File: src/rtl/rc6_pix_packer.sv
// Packs an 8-bit valid/ready pixel stream into 128-bit blocks for the RC6 core.
// Issues one block at a time and waits for the core to finish it before packing the next.
module rc6_pix_packer #(
  parameter logic [7:0] PAD_BYTE = 8'h00,
  parameter int         CNT_W    = 32
) (
  input  logic             i_clk,
  input  logic             i_rst,
  input  logic             i_key_ok,
  input  logic [7:0]       i_pix,
  input  logic             i_pix_valid,
  input  logic             i_pix_last,
  output logic             o_pix_ready,
  output logic [127:0]     o_din,
  output logic             o_din_en,
  input  logic             i_dout_en,
  output logic [4:0]       o_pad_cnt,
  output logic [CNT_W-1:0] o_blk_cnt,
  output logic             o_busy,
  output logic             o_err
);

  typedef enum logic [1:0] {
    ST_IDLE  = 2'd0,
    ST_FILL  = 2'd1,
    ST_ISSUE = 2'd2,
    ST_WAIT  = 2'd3
  } state_t;

  state_t           state_q;
  state_t           state_d;
  logic [3:0]       k_q;
  logic [127:0]     din_q;
  logic [4:0]       pad_q;
  logic [CNT_W-1:0] blk_q;
  logic             err_q;

  logic beat;
  logic blk_done;

  assign beat     = i_pix_valid & o_pix_ready;
  assign blk_done = beat & ((k_q == 4'd15) | i_pix_last);

  // State register
  always_ff @(posedge i_clk) begin
    if (i_rst) begin
      state_q <= ST_IDLE;
    end else begin
      state_q <= state_d;
    end
  end

  // Next-state logic
  always_comb begin
    state_d = state_q;
    unique case (state_q)
      ST_IDLE:  if (i_key_ok) state_d = ST_FILL;
      ST_FILL:  if (blk_done) state_d = ST_ISSUE;
      ST_ISSUE: state_d = ST_WAIT;
      ST_WAIT:  if (i_dout_en) state_d = ST_FILL;
      default:  state_d = ST_IDLE;
    endcase
  end

  // Outputs decoded from state; ready also drops while key expansion is not done
  always_comb begin
    o_pix_ready = (state_q == ST_FILL) & i_key_ok;
    o_din_en    = (state_q == ST_ISSUE);
    o_busy      = (state_q == ST_WAIT);
  end

  // Byte packing, padding, counters and sticky error
  always_ff @(posedge i_clk) begin
    if (i_rst) begin
      k_q   <= 4'd0;
      din_q <= '0;
      pad_q <= 5'd0;
      blk_q <= '0;
      err_q <= 1'b0;
    end else begin
      if (i_dout_en && (state_q != ST_WAIT)) begin
        err_q <= 1'b1;
      end
      if (beat) begin
        for (int j = 0; j < 16; j++) begin
          if (4'(j) == k_q) begin
            din_q[127-8*j -: 8] <= i_pix;
          end else if (blk_done && (4'(j) > k_q)) begin
            din_q[127-8*j -: 8] <= PAD_BYTE;
          end
        end
        // k restarts at 0 for the block packed after the core releases us
        k_q <= blk_done ? 4'd0 : k_q + 4'd1;
        if (blk_done) begin
          pad_q <= 5'd15 - {1'b0, k_q};
        end
      end
      if (state_q == ST_ISSUE) begin
        blk_q <= blk_q + {{(CNT_W-1){1'b0}}, 1'b1};
      end
    end
  end

  assign o_din     = din_q;
  assign o_pad_cnt = pad_q;
  assign o_blk_cnt = blk_q;
  assign o_err     = err_q;

endmodule

File: config.mk
export PLATFORM = sky130hd
export DESIGN_NAME = rc6_pix_packer
export DESIGN_NICKNAME = d
export VERILOG_FILES = /design/src/rtl/rc6_pix_packer.sv
export SDC_FILE = /design/constraint.sdc
export NUM_CORES = 1
export LEC_CHECK = 0
export ABC_AREA = 0
export BUFFER_PORTS_ARGS = -buffer_cell sky130_fd_sc_hd__clkbuf_2
export CAP_MARGIN = 20
export CORE_ASPECT_RATIO = 1.25
export CORE_MARGIN = 4
export CORE_UTILIZATION = 50
export DETAILED_ROUTE_END_ITERATION = 12
export PLACE_DENSITY = 0.81
export SKIP_LAST_GASP = 1
export SYNTH_ARGS = -nofsm -noshare
export SYNTH_HDL_FRONTEND = slang
export SYNTH_SLANG_ARGS = --single-unit
export TNS_END_PERCENT = 20
File: constraint.sdc
create_clock -name i_clk -period 2.5 [get_ports i_clk]
set_clock_uncertainty 0.05 [all_clocks]
set_input_delay 0.375 -clock i_clk [delete_from_list [all_inputs] [get_ports i_clk]]
set_output_delay 0.375 -clock i_clk [all_outputs]
set_load 0.05 [all_outputs]
# After elaboration in Yosys (flattened, before gate mapping)
# Cells that the tools add are included.
# op_classes
mux,37
n_addsub,3
multipliers,0
n_lt_le_gt_ge,16
n_eq_ne,23
shifts,0
n_div,0
n_bitwise,4
reduce_logical,53
# op_table
op,count
$mux 8,32
$reduce_and 2->1,17
$add 32x1->32 const B,1
$eq 4x4->1 const A,8
$gt 4x4->1 const A,8
$reduce_bool 2->1,16
$logic_and 1x1->1,17
$eq 3x4->1 const A,4
$gt 3x4->1 const A,4
$eq 2x4->1 const A,2
$gt 1x4->1 const A,2
$gt 2x4->1 const A,2
$ne 2x2->1 const B,4
$pmux 2 s4,1
$mux 2,3
$sub 4x4->5 const A,1
$add 4x1->4 const B,1
$eq 1x4->1 const A,1
$eq 2x2->1 const B,2
$eq 4x4->1 const B,1
$logic_not 4->1,1
$mux 4,1
$and 1x1->1,3
$reduce_and 3->1,1
3 further kinds,3
# totals
regBits,172
input_bits,14
latchBits,0
mem_bits_ro,0
mem_count,0
elab_cells,157
ram_bits,0

# Longest topological paths before layout
# Gate-level depths: netlist of the first run.
# logic_depth
ltp_word,7
mapped_depth,9

# Worst setup path before layout of the first run
# Ideal clock, no wire load.
# synth_path
path_type,flip-flop to flip-flop
start,register state_q[0]
end,"register blk_q[9], in the netlist o_blk_cnt[9]"
path_stages_with_launch,9
slack_ps,336
required_ps,2322
arrival_time_ps,1987
n_path_buf,1
path_cell_list,dfxtp_1 > inv_1 > ha_1 > buf_2 > nand4_2 > nor2_1 > and3_1 > xnor2_1 > nor2_1
# synth_between
elab_chain_cells,1
# synth_rtl
item,line_no,rtl
from (decl),30,state_t state_q;
from (signal assigned),49,state_q <= state_d;
$eq 2x2->1,-,
net o_din_en,15,"output logic o_din_en,"
to (signal assigned),99,"blk_q <= blk_q + {{(CNT_W-1){1'b0}}, 1'b1};"
to (decl),35,logic [CNT_W-1:0] blk_q;
# The timed path passes the listed nets, and every way through them passes these cells.
# A chain may end at the register's enable or synchronous reset.

# Worst setup path in the final report of the first run
# layout_path
start,register k_q[0]
end,"register din_q[20], in the netlist o_din[20]"
# layout_between
elab_chain_cells,6
# layout_rtl
item,line_no,rtl
from (decl),32,logic [3:0] k_q;
from (signal assigned),93,k_q <= blk_done ? 4'd0 : k_q + 4'd1;
$eq 4x4->1,42,assign blk_done = beat & ((k_q == 4'd15) | i_pix_last);
$or 1x1->1,42,
$and 1x1->1,42,
$logic_and 1x1->1,88,end else if (blk_done && (4'(j) > k_q)) begin
$reduce_bool 2->1 (no source line),-,
$reduce_and 2->1 (no source line),-,
"to (signal, indexed assignment)",87,din_q[127-8*j -: 8] <= i_pix;
to (decl),33,logic [127:0] din_q;
# Parallel ways exist; a longest one is shown, timed or not.

==> parameters.txt, run 1 <==
Parameter                              Value

STA
  Sum of negative setup slack ... 0 ns
  Post-layout min period ... roughly 2.2 ns
  Hold Fails Final Rpt ... 0
  Worst Tran Pin Value ... 0.761 ns
  Worst-case headroom to the max-slew limit ... about 49%
  Final setup vio count ... 0
  Maximum clock rate ... 0.455 GHz
  Final critical-path share of the clock period ... 87.9%
  Final Max Slew Viols ... 0
  Setup repair after global routing missed its margin ... no

Yosys
  Post-synthesis cell count ... 742
  Synth Area in Compound Gates ... 16.5%
  Yosys warning total ... 0
  Sequential-to-total area share from yosys stat ... 50.7%
  Post-synth EDFFs ... 0
  Number of unique standard cell types used by synthesis ... 52
  Post-synthesis sequential element count ... 171
  Proportion of netlist area held by the largest area contributor ... 50.7%
  Cell with the most instances after synthesis ... sky130_fd_sc_hd__dfxtp_1
  Share of cell area taken by muxes after synthesis ... 1.65%
  Syn nets ... 765
  Post-synthesis adder-cell area fraction ... 1.67%
  Flip-flop cell with the highest count after synthesis ... sky130_fd_sc_hd__dfxtp_1
  Dominant cells by area after synthesis ... sky130_fd_sc_hd__dfxtp_1 (51%), sky130_fd_sc_hd__a22o_1 (5.2%), sky130_fd_sc_hd__nand3_1 (5.2%)
  Netlist Area Pre-Place ... 6760 sq um
  Largest area contributor in the netlist ... sky130_fd_sc_hd__dfxtp_1
  Post-synth top cells ... sky130_fd_sc_hd__dfxtp_1 (171), sky130_fd_sc_hd__nand2_1 (85), sky130_fd_sc_hd__nor2_1 (72), sky130_fd_sc_hd__nand3_1 (70), sky130_fd_sc_hd__a21oi_1 (66)
  Xor and xnor area share after synthesis ... approximately 4.0%
  Largest family of logic cells by synthesized area ... simple AND/OR/NAND/NOR gates
  Post-synthesis simple-gate area fraction ... about a fifth
  Share of synthesized flip-flops with an asynchronous set or reset ... 0%
  Synth Area per Inst ... 9.11 sq um

Clocking
  Number of setup buffers added after CTS ... 0
  Sinks on the clock net ... 171
  Maximum count of clock buffers along a single path ... 2
  Total of cells resized after clock tree synthesis ... 0
  Insertion delay to the later sink of the worst-skew pair ... 0.43 ns
  Number of buffers inserted during clock tree synthesis ... 17
  TritonCTS clock tree ... yes
  Number of H-tree levels ... 4
  Clock tree root driver cell ... sky130_fd_sc_hd__clkbuf_16
  Clock-pin slew of the registers on the worst-case setup and hold paths ... 0.08 ns
  Hold buffers post-CTS ... 0

Finish
  Final #Nets ... 923
  Filler cell count in the final layout ... 1194
  Footprint of the flip-flops and latches ... about 3400 sq um
  Relative area change from synthesis to final layout ... 22.9%
  Fraction of final layout cells sized beyond drive strength 1 ... 27.2%
  Combined area of the multi-input logic cells ... 3030 sq um
  Antenna cell count ... 0

Floorplan
  Standard-cell row count ... between 40 and 50
  Count of pins on the block boundary ... about 180
  Initial Util ... 51.1%
  Chip height ... 138 microns
  Core Area ... ~13000 sq um
  Die width ... 112 microns
  Total Die Area ... about 15000 sq um

Pwr
  Total power ... ~5.9 mW
  Power per standard cell area ... 706 nW/um^2
  Max IR drop VDD ... 0.409 mV
  Reported leakage power ... 3.43 nW

Worst setup path
  CP required ... 2.77 ns
  Capturing point of the worst reg2reg path ... o_din[20]
  FF-to-FF Start ... k_q[0]
  Critical path launch point type ... flip-flop
  Crit path max fanout ... 11
  Number of cells on the worst reg-to-reg path ... 6
  Critical path capture point type ... flip-flop
  Crit path kind ... reg2reg
  Crit path DAT ... 2.47 ns
  Reg-to-reg setup timing slack ... between 0.3 and 0.4 ns

Route
  Number of antenna-violating nets in the routed design ... 0
  Aggregate routed wire length ... 18.9 mm
  Number of remaining DRC errors ... 0
  Mean number of vias per cell ... 5.59
  Pre-Repair DR Iteration Count ... 5
  Post-DR wirelength/cell ... 17.4 microns
  Drt initial violations ... 315
  Vias after detailed routing ... approximately 6100

Placement
  Number of buffers added on ports ... 181
  HPWL reported at the end of detailed placement ... 12.8 mm
  Final Wtd Congestion ... slightly below 0.9

Outcome
  Result of the run ... completed

Job
  Number of violations of the max-capacitance limit ... 0

GRT
  Overall overflow remaining after global route ... 0
  Overall Global Routing Usage ... 24.1%
  Pin count of the biggest net entering global routing ... 53
  Global-route wire length before repair ... 29.8 mm
  Vias in the first global route ... 5704
  Number of antenna violations at the first check in global routing ... 0

Worst hold path
  Hold endpoint ... o_err
  Hold wc startpoint ... i_dout_en
  Worst hold-check path type ... in2reg
  Depth of the worst hold-timing path ... 3
[placed cells by master, fill, tap and decap left out, types with 2 or more instances in the layout]
master and count:
sky130_fd_sc_hd__xor2_1 27, sky130_fd_sc_hd__xnor2_1 4, sky130_fd_sc_hd__a21oi_1 66, sky130_fd_sc_hd__a22o_1 40, sky130_fd_sc_hd__inv_1 15, sky130_fd_sc_hd__clkbuf_2 180, sky130_fd_sc_hd__dfxtp_1 171, sky130_fd_sc_hd__or3_1 3
sky130_fd_sc_hd__clkinv_8 3, sky130_fd_sc_hd__nor2b_1 11, sky130_fd_sc_hd__clkbuf_16 17, sky130_fd_sc_hd__inv_8 6, sky130_fd_sc_hd__o21ai_2 3, sky130_fd_sc_hd__and3_1 8, sky130_fd_sc_hd__a21o_1 2, sky130_fd_sc_hd__buf_4 11
sky130_fd_sc_hd__nand2_1 85, sky130_fd_sc_hd__inv_6 4, sky130_fd_sc_hd__mux2i_1 10, sky130_fd_sc_hd__nand4_1 15, sky130_fd_sc_hd__nor2_1 72, sky130_fd_sc_hd__nor3_2 7, sky130_fd_sc_hd__and2_1 8, sky130_fd_sc_hd__nand4_2 2
sky130_fd_sc_hd__o21ai_1 3, sky130_fd_sc_hd__a211oi_1 5, sky130_fd_sc_hd__nand3_1 70, sky130_fd_sc_hd__nor2_2 2, sky130_fd_sc_hd__o21ai_0 11, sky130_fd_sc_hd__ha_1 9, sky130_fd_sc_hd__a22oi_1 16, sky130_fd_sc_hd__and4_1 2
sky130_fd_sc_hd__nand2b_1 3
[cell families after synthesis]
family          count (synthesis)
xor+xnor                       31
fa+ha+maj                       9
simple gates                  294
mux                            11
buf+inv                        67
flops                         171
compound gates                158
other cells                     1
[area by class of cell]
cell class	count	share of cell area (%)
sequential	171	41.2
multi-input combinational	504	36.5
timing repair buffer	191	11.8
clock buffer	17	5.12
tap	171	2.58
clock inverter	15	2.02
inverter	15	0.678
[critical path, stage by stage, from the launching register on]
cell and delay [ns]:
sky130_fd_sc_hd__dfxtp_1 0.57, sky130_fd_sc_hd__ha_1 0.45, sky130_fd_sc_hd__a31o_2 0.26, sky130_fd_sc_hd__a21oi_1 0.05
sky130_fd_sc_hd__a211oi_1 0.27, sky130_fd_sc_hd__nor2_1 0.19, sky130_fd_sc_hd__a22o_1 0.26
[registers in the layout (all words and copies together), names as in the netlist]
name       count
o_err          1
o_blk_cnt     32
o_din        128
k_q            4
state_q        2
o_pad_cnt      4
[power breakdown]
| group | total, mW | internal, mW | switching [mW] |
|---|---|---|---|
| Combinational | 0.466 | 0.116 | 0.350 |
| Clock | 2.62 | 1.35 | 1.27 |
| Sequential | 2.78 | 2.75 | 0.0265 |
[per-stage QoR]
| step | instances | util [%] | area [sq um] | hold WS (ns) | setup WS, ns |
|---|---|---|---|---|---|
| final | 1084 | 62.8 | 8300 | 0.163 | 0.302 |
| after global routing | 1084 | 62.8 | 8300 | 0.178 | 0.171 |
| after CTS | 1084 | 62.8 | 8300 | 0.159 | 0.325 |
| after detailed placement | 1052 | 58.3 | 7710 | 0.393 | 0.351 |
| after global placement | 1052 | 58.3 | 7710 | 0.385 | 0.346 |
| after floorplan | 742 | - | 6760 | 0.464 | 0.336 |
[how the worst max path moves through the flow]
stage	from	endpoint	slack, ns	depth (start not counted)
CTS	state_q[1]	o_din[20]	0.32	6
global placement	k_q[0]	o_din[22]	0.35	6
global route	state_q[1]	o_din[21]	0.17	6
finish	k_q[0]	o_din[20]	0.30	6
detailed placement	state_q[1]	o_din[17]	0.35	6
floorplan	state_q[0]	o_blk_cnt[9]	0.34	8
[routing by layer]
metal | global-route usage (%) | share of wire [%] | routed length, microns | vias to the layer above
met5 | 0 | 0 | 0 | -
met1 | 29.6 | 40 | 7490 | 2900
met3 | 6.90 | 8.9 | 1690 | 22
met4 | 7.41 | 1.3 | 251 | 0
li1 | - | - | - | 2901
met2 | 41.4 | 50 | 9450 | 241
Power figures use the tool's default switching activity.
==> inputs of run 2 (changes only) <==
--- a/config.mk
+++ b/config.mk
@@ -12,7 +12,7 @@
 export CORE_MARGIN = 4
 export CORE_UTILIZATION = 50
 export DETAILED_ROUTE_END_ITERATION = 12
-export PLACE_DENSITY = 0.81
+export PLACE_DENSITY = 0.77
 export SKIP_LAST_GASP = 1
 export SYNTH_ARGS = -nofsm -noshare
 export SYNTH_HDL_FRONTEND = slang
==> run 2 against run 1 <==
Routed wire length down 3.2%; first-iteration DRC count up 18%; register-to-register slack about the same; clock power up 2%; maximum frequency about the same; cell count unchanged; sequential power about the same; global-route usage down 0.94 points; critical path depth unchanged; count of clock-buffer cells in the layout up 6; critical path type unchanged; largest cell class unchanged.
==> parameters.txt, run 2 (synthesis results as in run 1) <==
Parameter                              Value

Floorplan
  Total Die Area ... 15500 sq um (unchanged)
  Die width ... 112 microns (unchanged)
  Core Area ... 13200 sq um (unchanged)
  Initial Util ... 51.1% (unchanged)
  Count of pins on the block boundary ... 183 (unchanged)
  Chip height ... 138 microns (unchanged)
  Standard-cell row count ... 47 (unchanged)

STA
  Post-layout min period ... 2.20 ns (about the same)
  Maximum clock rate ... 0.455 GHz (about the same)
  Final Max Slew Viols ... 0 (unchanged)
  Setup repair after global routing missed its margin ... no (unchanged)
  Worst Tran Pin Value ... 0.811 ns (was 0.761 ns)
  Final setup vio count ... 0 (unchanged)
  Worst-case headroom to the max-slew limit ... 45.9% (was 49.0%)
  Sum of negative setup slack ... 0 ns (unchanged)
  Final critical-path share of the clock period ... 88.0% (was 87.9%)
  Hold Fails Final Rpt ... 0 (unchanged)
  Post-route setup slack ... 0.300 ns (was 0.302 ns)
  Worst slack on hold paths ... 0.184 ns (was 0.163 ns)

Worst hold path
  Worst hold-check path type ... in2reg (unchanged)
  Hold endpoint ... o_err (unchanged)
  Depth of the worst hold-timing path ... 3 (unchanged)
  Hold wc startpoint ... i_dout_en (unchanged)

Pwr
  Net switching power of the design ... 1.45 mW (was 1.65 mW)
  Total power ... 5.92 mW (was 5.86 mW)
  Max IR drop VDD ... 0.457 mV (was 0.409 mV)
  Net switching share of the total power ... 24.4% (was 28.1%)
  Clk network pwr share ... 45.3% (was 44.7%)
  Comb pwr share ... 7.8% (was 7.9%)
  Fraction of power consumed by sequential logic ... 46.9% (was 47.3%)
  Cell Int Power ... 4.48 mW (was 4.22 mW)
  Power per standard cell area ... 713 nW/um^2 (was 706 nW/um^2)
  Reported leakage power ... 3.42 nW (was 3.43 nW)

Worst setup path
  Launch point of the critical path ... state_q[1] (was k_q[0])
  Critical path capture point type ... flip-flop (unchanged)
  Slowest CP cell ... sky130_fd_sc_hd__and3_4 (was sky130_fd_sc_hd__dfxtp_1)
  Number of cells on the worst reg-to-reg path ... 6 (unchanged)
  Reg-to-reg setup timing slack ... 0.30 ns (about the same)
  CP required ... 2.80 ns (was 2.77 ns)
  Crit path max fanout ... 40 (was 11)
  Cells along the critical path ... inv_1, ha_1, and3_4, nand2_1, nor3_2, a22o_1 (was ha_1, a31o_2, a21oi_1, a211oi_1, nor2_1, a22o_1)
  Crit path kind ... reg2reg (unchanged)
  FF-to-FF Start ... state_q[1] (was k_q[0])
  Critical path launch point type ... flip-flop (unchanged)
  Capturing point of the worst reg2reg path ... o_din[80] (was o_din[20])
  Crit path DAT ... 2.50 ns (was 2.47 ns)
  Worst path max stage delay ... 0.53 ns (was 0.57 ns)

Finish
  Most frequent standard cell in the layout excluding fill and tap cells ... sky130_fd_sc_hd__clkbuf_2 (unchanged)
  Relative area change from synthesis to final layout ... 22.9% (about the same)
  Final #Nets ... 923 (unchanged)
  Antenna cell count ... 0 (unchanged)
  Fraction of final layout cells sized beyond drive strength 1 ... 26.6% (was 27.2%)
  Most frequent cells in the layout ... sky130_fd_sc_hd__clkbuf_2 (180), sky130_fd_sc_hd__dfxtp_1 (171), sky130_fd_sc_hd__nand2_1 (85), sky130_fd_sc_hd__nor2_1 (72), sky130_fd_sc_hd__nand3_1 (70) (unchanged)
  Largest register FFs ... 128 (unchanged)
  Post-layout instance area ... 8310 sq um (was 8300 sq um)
  Fin util ... 62.8% (about the same)
  Post-Layout Cell Count ... 1084 (unchanged)

Job
  Number of violations of the max-capacitance limit ... 0 (unchanged)

Route
  Aggregate routed wire length ... 18.3 mm (was 18.9 mm)
  Number of remaining DRC errors ... 0 (unchanged)
  Post-DR wirelength/cell ... 16.9 microns (was 17.4 microns)
  Drt initial violations ... 372 (was 315)
  Mean number of vias per cell ... 5.50 (was 5.59)
  Pre-Repair DR Iteration Count ... 5 (unchanged)
  Number of antenna-violating nets in the routed design ... 0 (unchanged)
  Vias after detailed routing ... 5965 (was 6064)

GRT
  Number of antenna violations at the first check in global routing ... 0 (unchanged)
  Vias in the first global route ... 5410 (was 5704)
  Global-route wire length before repair ... 28.8 mm (was 29.8 mm)
  Pin count of the biggest net entering global routing ... 81 (was 53)
  Overall Global Routing Usage ... 23.2% (was 24.1%)
  Overall overflow remaining after global route ... 0 (unchanged)

Placement
  Number of buffers added on ports ... 181 (unchanged)
  Final Wtd Congestion ... 0.817 (was 0.889)
  HPWL reported at the end of detailed placement ... 12.7 mm (was 12.8 mm)
  Cell Area, Placed ... 7710 sq um (unchanged)
  Place WS ... 0.371 ns (was 0.351 ns)
  Cell count after placement ... 1052 (unchanged)

Clocking
  Number of H-tree levels ... 4 (unchanged)
  Maximum count of clock buffers along a single path ... 2 (unchanged)
  Clock-pin slew of the registers on the worst-case setup and hold paths ... 0.06 ns (was 0.08 ns)
  Sinks on the clock net ... 171 (unchanged)
  Number of buffers inserted during clock tree synthesis ... 17 (unchanged)
  Insertion delay to the later sink of the worst-skew pair ... 0.41 ns (was 0.43 ns)
  TritonCTS clock tree ... yes (unchanged)
  Total of cells resized after clock tree synthesis ... 0 (unchanged)
  Hold buffers post-CTS ... 0 (unchanged)
  Clock tree root driver cell ... sky130_fd_sc_hd__clkbuf_16 (unchanged)
  Number of setup buffers added after CTS ... 0 (unchanged)

Outcome
  Result of the run ... completed (unchanged)
## run 2: cell count changes in the layout (fill, tap and decap cells not counted), sizes merged
cell | before | now
clkinv | 4 | 1
bufinv | 0 | 3
clkinvlp | 1 | 3
inv | 25 | 17
clkbuf | 197 | 203
## run 2: worst max path at each step
stage | endpoint | slack, ns | depth (start not counted)
final | o_din[80] | 0.30 | 6
after global routing | o_din[83] | 0.14 | 6
after CTS | o_din[80] | 0.31 | 6
after detailed placement | o_din[85] | 0.37 | 6
after global placement | o_din[18] | 0.41 | 6
after floorplan | o_blk_cnt[9] | 0.34 | 8
## run 2: worst max-delay path, delay by kind of cell, from the launching register on
kind / cells / cell delay (ns)
simple gates: 3 / 1.17
flops: 1 / 0.34
fa+ha+maj: 1 / 0.24
compound gates: 1 / 0.24
buf+inv: 1 / 0.10
## run 2: layout make-up
class                   count  area, sq um
fillers                  1156         4920
well taps                 171          214
multi-input cells         504         3030
inverters                  15         56.3
clock buffers              23          458
clock inverters             9          138
flip-flops and latches    171         3420
repair buffers            191          983
## run 2: power by group through the flow
stage | combinational (mW) | sequential (mW) | clock, mW
floorplan | 0.296 | 2.89 | 0
global placement | 0.458 | 2.84 | 0
detailed placement | 0.460 | 2.84 | 0
CTS | 0.465 | 2.78 | 2.72
global route | 0.506 | 2.78 | 2.84
finish | 0.465 | 2.78 | 2.68
## run 2: per-layer routing
layer / vias up / wire [microns] / GRT usage (%)
li1: 2895 / - / -
met1: 2819 / 7790 / 31.0
met2: 236 / 8520 / 36.8
met3: 15 / 1740 / 6.85
met4: 0 / 222 / 6.75
met5: - / 0 / 0
==> inputs of run 3 (changes only) <==
--- a/config.mk
+++ b/config.mk
@@ -12,7 +12,7 @@
 export CORE_MARGIN = 4
 export CORE_UTILIZATION = 50
 export DETAILED_ROUTE_END_ITERATION = 12
-export PLACE_DENSITY = 0.77
+export PLACE_DENSITY_LB_ADDON = 0.1
 export SKIP_LAST_GASP = 1
 export SYNTH_ARGS = -nofsm -noshare
 export SYNTH_HDL_FRONTEND = slang
==> run 3 against run 2 <==
Via count rose by 0.72%; count of clock-buffer cells in the layout down 5; sequential power about the same; clock power about the same; highest routed layer unchanged; critical path depth shrank 1; setup slack better by 0.054 ns; critical endpoint is now o_din[19]; critical path type unchanged.
==> parameters.txt, run 3 (synthesis results as in run 1) <==
Parameter                              Value

Outcome
  Result of the run ... completed (unchanged)

Clocking
  Hold buffers post-CTS ... 0 (unchanged)
  Clock tree root driver cell ... sky130_fd_sc_hd__clkbuf_16 (unchanged)
  Number of H-tree levels ... 4 (unchanged)
  Total of cells resized after clock tree synthesis ... 0 (unchanged)
  Number of setup buffers added after CTS ... 0 (unchanged)
  Sinks on the clock net ... 171 (unchanged)
  Insertion delay to the later sink of the worst-skew pair ... 0.41 ns (about the same)
  Clock-pin slew of the registers on the worst-case setup and hold paths ... 0.07 ns (was 0.06 ns)
  Maximum count of clock buffers along a single path ... 2 (unchanged)
  Number of buffers inserted during clock tree synthesis ... 17 (unchanged)
  TritonCTS clock tree ... yes (unchanged)

Route
  Pre-Repair DR Iteration Count ... 5 (unchanged)
  Number of remaining DRC errors ... 0 (unchanged)
  Drt initial violations ... 387 (was 372)
  Mean number of vias per cell ... 5.54 (was 5.50)
  Aggregate routed wire length ... 18.7 mm (was 18.3 mm)
  Number of antenna-violating nets in the routed design ... 0 (unchanged)
  Post-DR wirelength/cell ... 17.2 microns (was 16.9 microns)
  Vias after detailed routing ... 6008 (was 5965)

Pwr
  Comb pwr share ... 7.9% (was 7.8%)
  Cell Int Power ... 4.39 mW (was 4.48 mW)
  Clk network pwr share ... 45.0% (was 45.3%)
  Fraction of power consumed by sequential logic ... 47.1% (was 46.9%)
  Reported leakage power ... 3.44 nW (was 3.42 nW)
  Net switching share of the total power ... 25.5% (was 24.4%)
  Power per standard cell area ... 708 nW/um^2 (was 713 nW/um^2)
  Max IR drop VDD ... 0.421 mV (was 0.457 mV)
  Net switching power of the design ... 1.50 mW (was 1.45 mW)

Worst setup path
  Crit path kind ... reg2reg (unchanged)
  Slowest CP cell ... sky130_fd_sc_hd__dfxtp_1 (was sky130_fd_sc_hd__and3_4)
  Cells along the critical path ... and2_1, a21oi_1, a211oi_1, nor2_1, a22o_1 (was inv_1, ha_1, and3_4, nand2_1, nor3_2, a22o_1)
  Worst path max stage delay ... 0.83 ns (was 0.53 ns)
  Crit path DAT ... 2.40 ns (was 2.50 ns)
  Crit path max fanout ... 19 (was 40)
  Critical path capture point type ... flip-flop (unchanged)
  Critical path launch point type ... flip-flop (unchanged)
  CP required ... 2.75 ns (was 2.80 ns)

GRT
  Global-route wire length before repair ... 29.6 mm (was 28.8 mm)
  Number of antenna violations at the first check in global routing ... 0 (unchanged)
  Overall overflow remaining after global route ... 0 (unchanged)
  Vias in the first global route ... 5727 (was 5410)
  Pin count of the biggest net entering global routing ... 49 (was 81)
  Overall Global Routing Usage ... 23.8% (was 23.2%)

STA
  Hold Fails Final Rpt ... 0 (unchanged)
  Final setup vio count ... 0 (unchanged)
  Final Max Slew Viols ... 0 (unchanged)
  Worst-case headroom to the max-slew limit ... 47.4% (was 45.9%)
  Setup repair after global routing missed its margin ... no (unchanged)
  Final critical-path share of the clock period ... 85.9% (was 88.0%)
  Worst Tran Pin Value ... 0.788 ns (was 0.811 ns)
  Sum of negative setup slack ... 0 ns (unchanged)
  Maximum clock rate ... 0.466 GHz (was 0.455 GHz)
  Post-layout min period ... 2.15 ns (was 2.20 ns)

Floorplan
  Standard-cell row count ... 47 (unchanged)
  Count of pins on the block boundary ... 183 (unchanged)
  Initial Util ... 51.1% (unchanged)
  Chip height ... 138 microns (unchanged)
  Core Area ... 13200 sq um (unchanged)
  Total Die Area ... 15500 sq um (unchanged)
  Die width ... 112 microns (unchanged)

Placement
  HPWL reported at the end of detailed placement ... 13.3 mm (was 12.7 mm)
  Number of buffers added on ports ... 181 (unchanged)
  Cell Area, Placed ... 7720 sq um (was 7710 sq um)
  Final Wtd Congestion ... 0.860 (was 0.817)

Job
  Number of violations of the max-capacitance limit ... 0 (unchanged)

Worst hold path
  Worst hold-check path type ... in2reg (unchanged)

Finish
  Most frequent standard cell in the layout excluding fill and tap cells ... sky130_fd_sc_hd__clkbuf_2 (unchanged)
  Most frequent cells in the layout ... sky130_fd_sc_hd__clkbuf_2 (180), sky130_fd_sc_hd__dfxtp_1 (171), sky130_fd_sc_hd__nand2_1 (85), sky130_fd_sc_hd__nor2_1 (72), sky130_fd_sc_hd__nand3_1 (70) (unchanged)
  Largest register FFs ... 128 (unchanged)
  Post-layout instance area ... 8320 sq um (was 8310 sq um)
  Filler cell count in the final layout ... 1194 (was 1156)
  Fraction of final layout cells sized beyond drive strength 1 ... 27.2% (was 26.6%)
  Combined area of the multi-input logic cells ... 3030 sq um (unchanged)
  Relative area change from synthesis to final layout ... 23.1% (was 22.9%)
  Antenna cell count ... 0 (unchanged)
  Footprint of the flip-flops and latches ... 3420 sq um (unchanged)
  Final #Nets ... 924 (was 923)
==> run 3: cell count changes in the layout (fill, tap and decap cells not counted) <==
cell / previous run / this run
sky130_fd_sc_hd__buf_4: 11 / 12
sky130_fd_sc_hd__bufinv_16: 3 / 2
sky130_fd_sc_hd__clkbuf_1: 5 / 0
sky130_fd_sc_hd__clkinv_2: 1 / 2
sky130_fd_sc_hd__clkinv_4: 0 / 3
sky130_fd_sc_hd__clkinvlp_4: 3 / 2
sky130_fd_sc_hd__inv_6: 1 / 3
sky130_fd_sc_hd__inv_8: 1 / 2
==> run 3: per-stage QoR <==
step	hold slack (ns)	utilization (%)	std cells	setup WS (ns)	total power [mW]
2_1_floorplan	0.464	-	742	0.336	3.18
5_1_grt	0.195	62.9	1085	0.145	6.10
6_report	0.172	62.9	1085	0.354	5.89
3_3_place_gp	0.389	58.3	1053	0.465	3.29
3_5_place_dp	0.393	58.3	1053	0.376	3.30
4_1_cts	0.165	62.9	1085	0.373	5.93
==> run 3: critical path, delay by kind of cell (launching register included) <==
family / cells / cell delay [ns]
compound gates: 3 / 0.59
flops: 1 / 0.83
simple gates: 2 / 0.57
==> run 3: area by class of cell <==
| class | instances | area share (%) |
|---|---|---|
| timing repair buffer | 192 | 11.9 |
| clock buffer | 18 | 5.28 |
| multi-input combinational | 504 | 36.5 |
| inverter | 15 | 0.677 |
| tap | 171 | 2.57 |
| clock inverter | 14 | 1.93 |
| sequential | 171 | 41.2 |
==> run 3: routing by layer <==
metal | track usage [%] | wire, microns | vias up
met2 | 40.8 | 9160 | 220
li1 | - | - | 2892
met4 | 6.95 | 280 | 0
met5 | 0 | 0 | -
met3 | 6.90 | 1350 | 24
met1 | 29.5 | 7910 | 2872
==> run 3: path summary, 6_finish.rpt <==
path	start	endpoint	slack, ns	cells past startpoint
setup / recovery	k_q[3]	o_din[19]	0.35	5
setup reg to reg	k_q[3]	o_din[19]	0.35	5
hold reg to reg	o_din[95]	o_din[95]	0.40	2
hold / removal	i_dout_en	o_err	0.17	3
==> run 3: power by group through the flow <==
stage	combinational [mW]	sequential (mW)	clock [mW]
finish	0.463	2.78	2.65
global route	0.502	2.78	2.82
CTS	0.463	2.78	2.69
detailed placement	0.462	2.84	0
global placement	0.454	2.84	0
floorplan	0.296	2.89	0
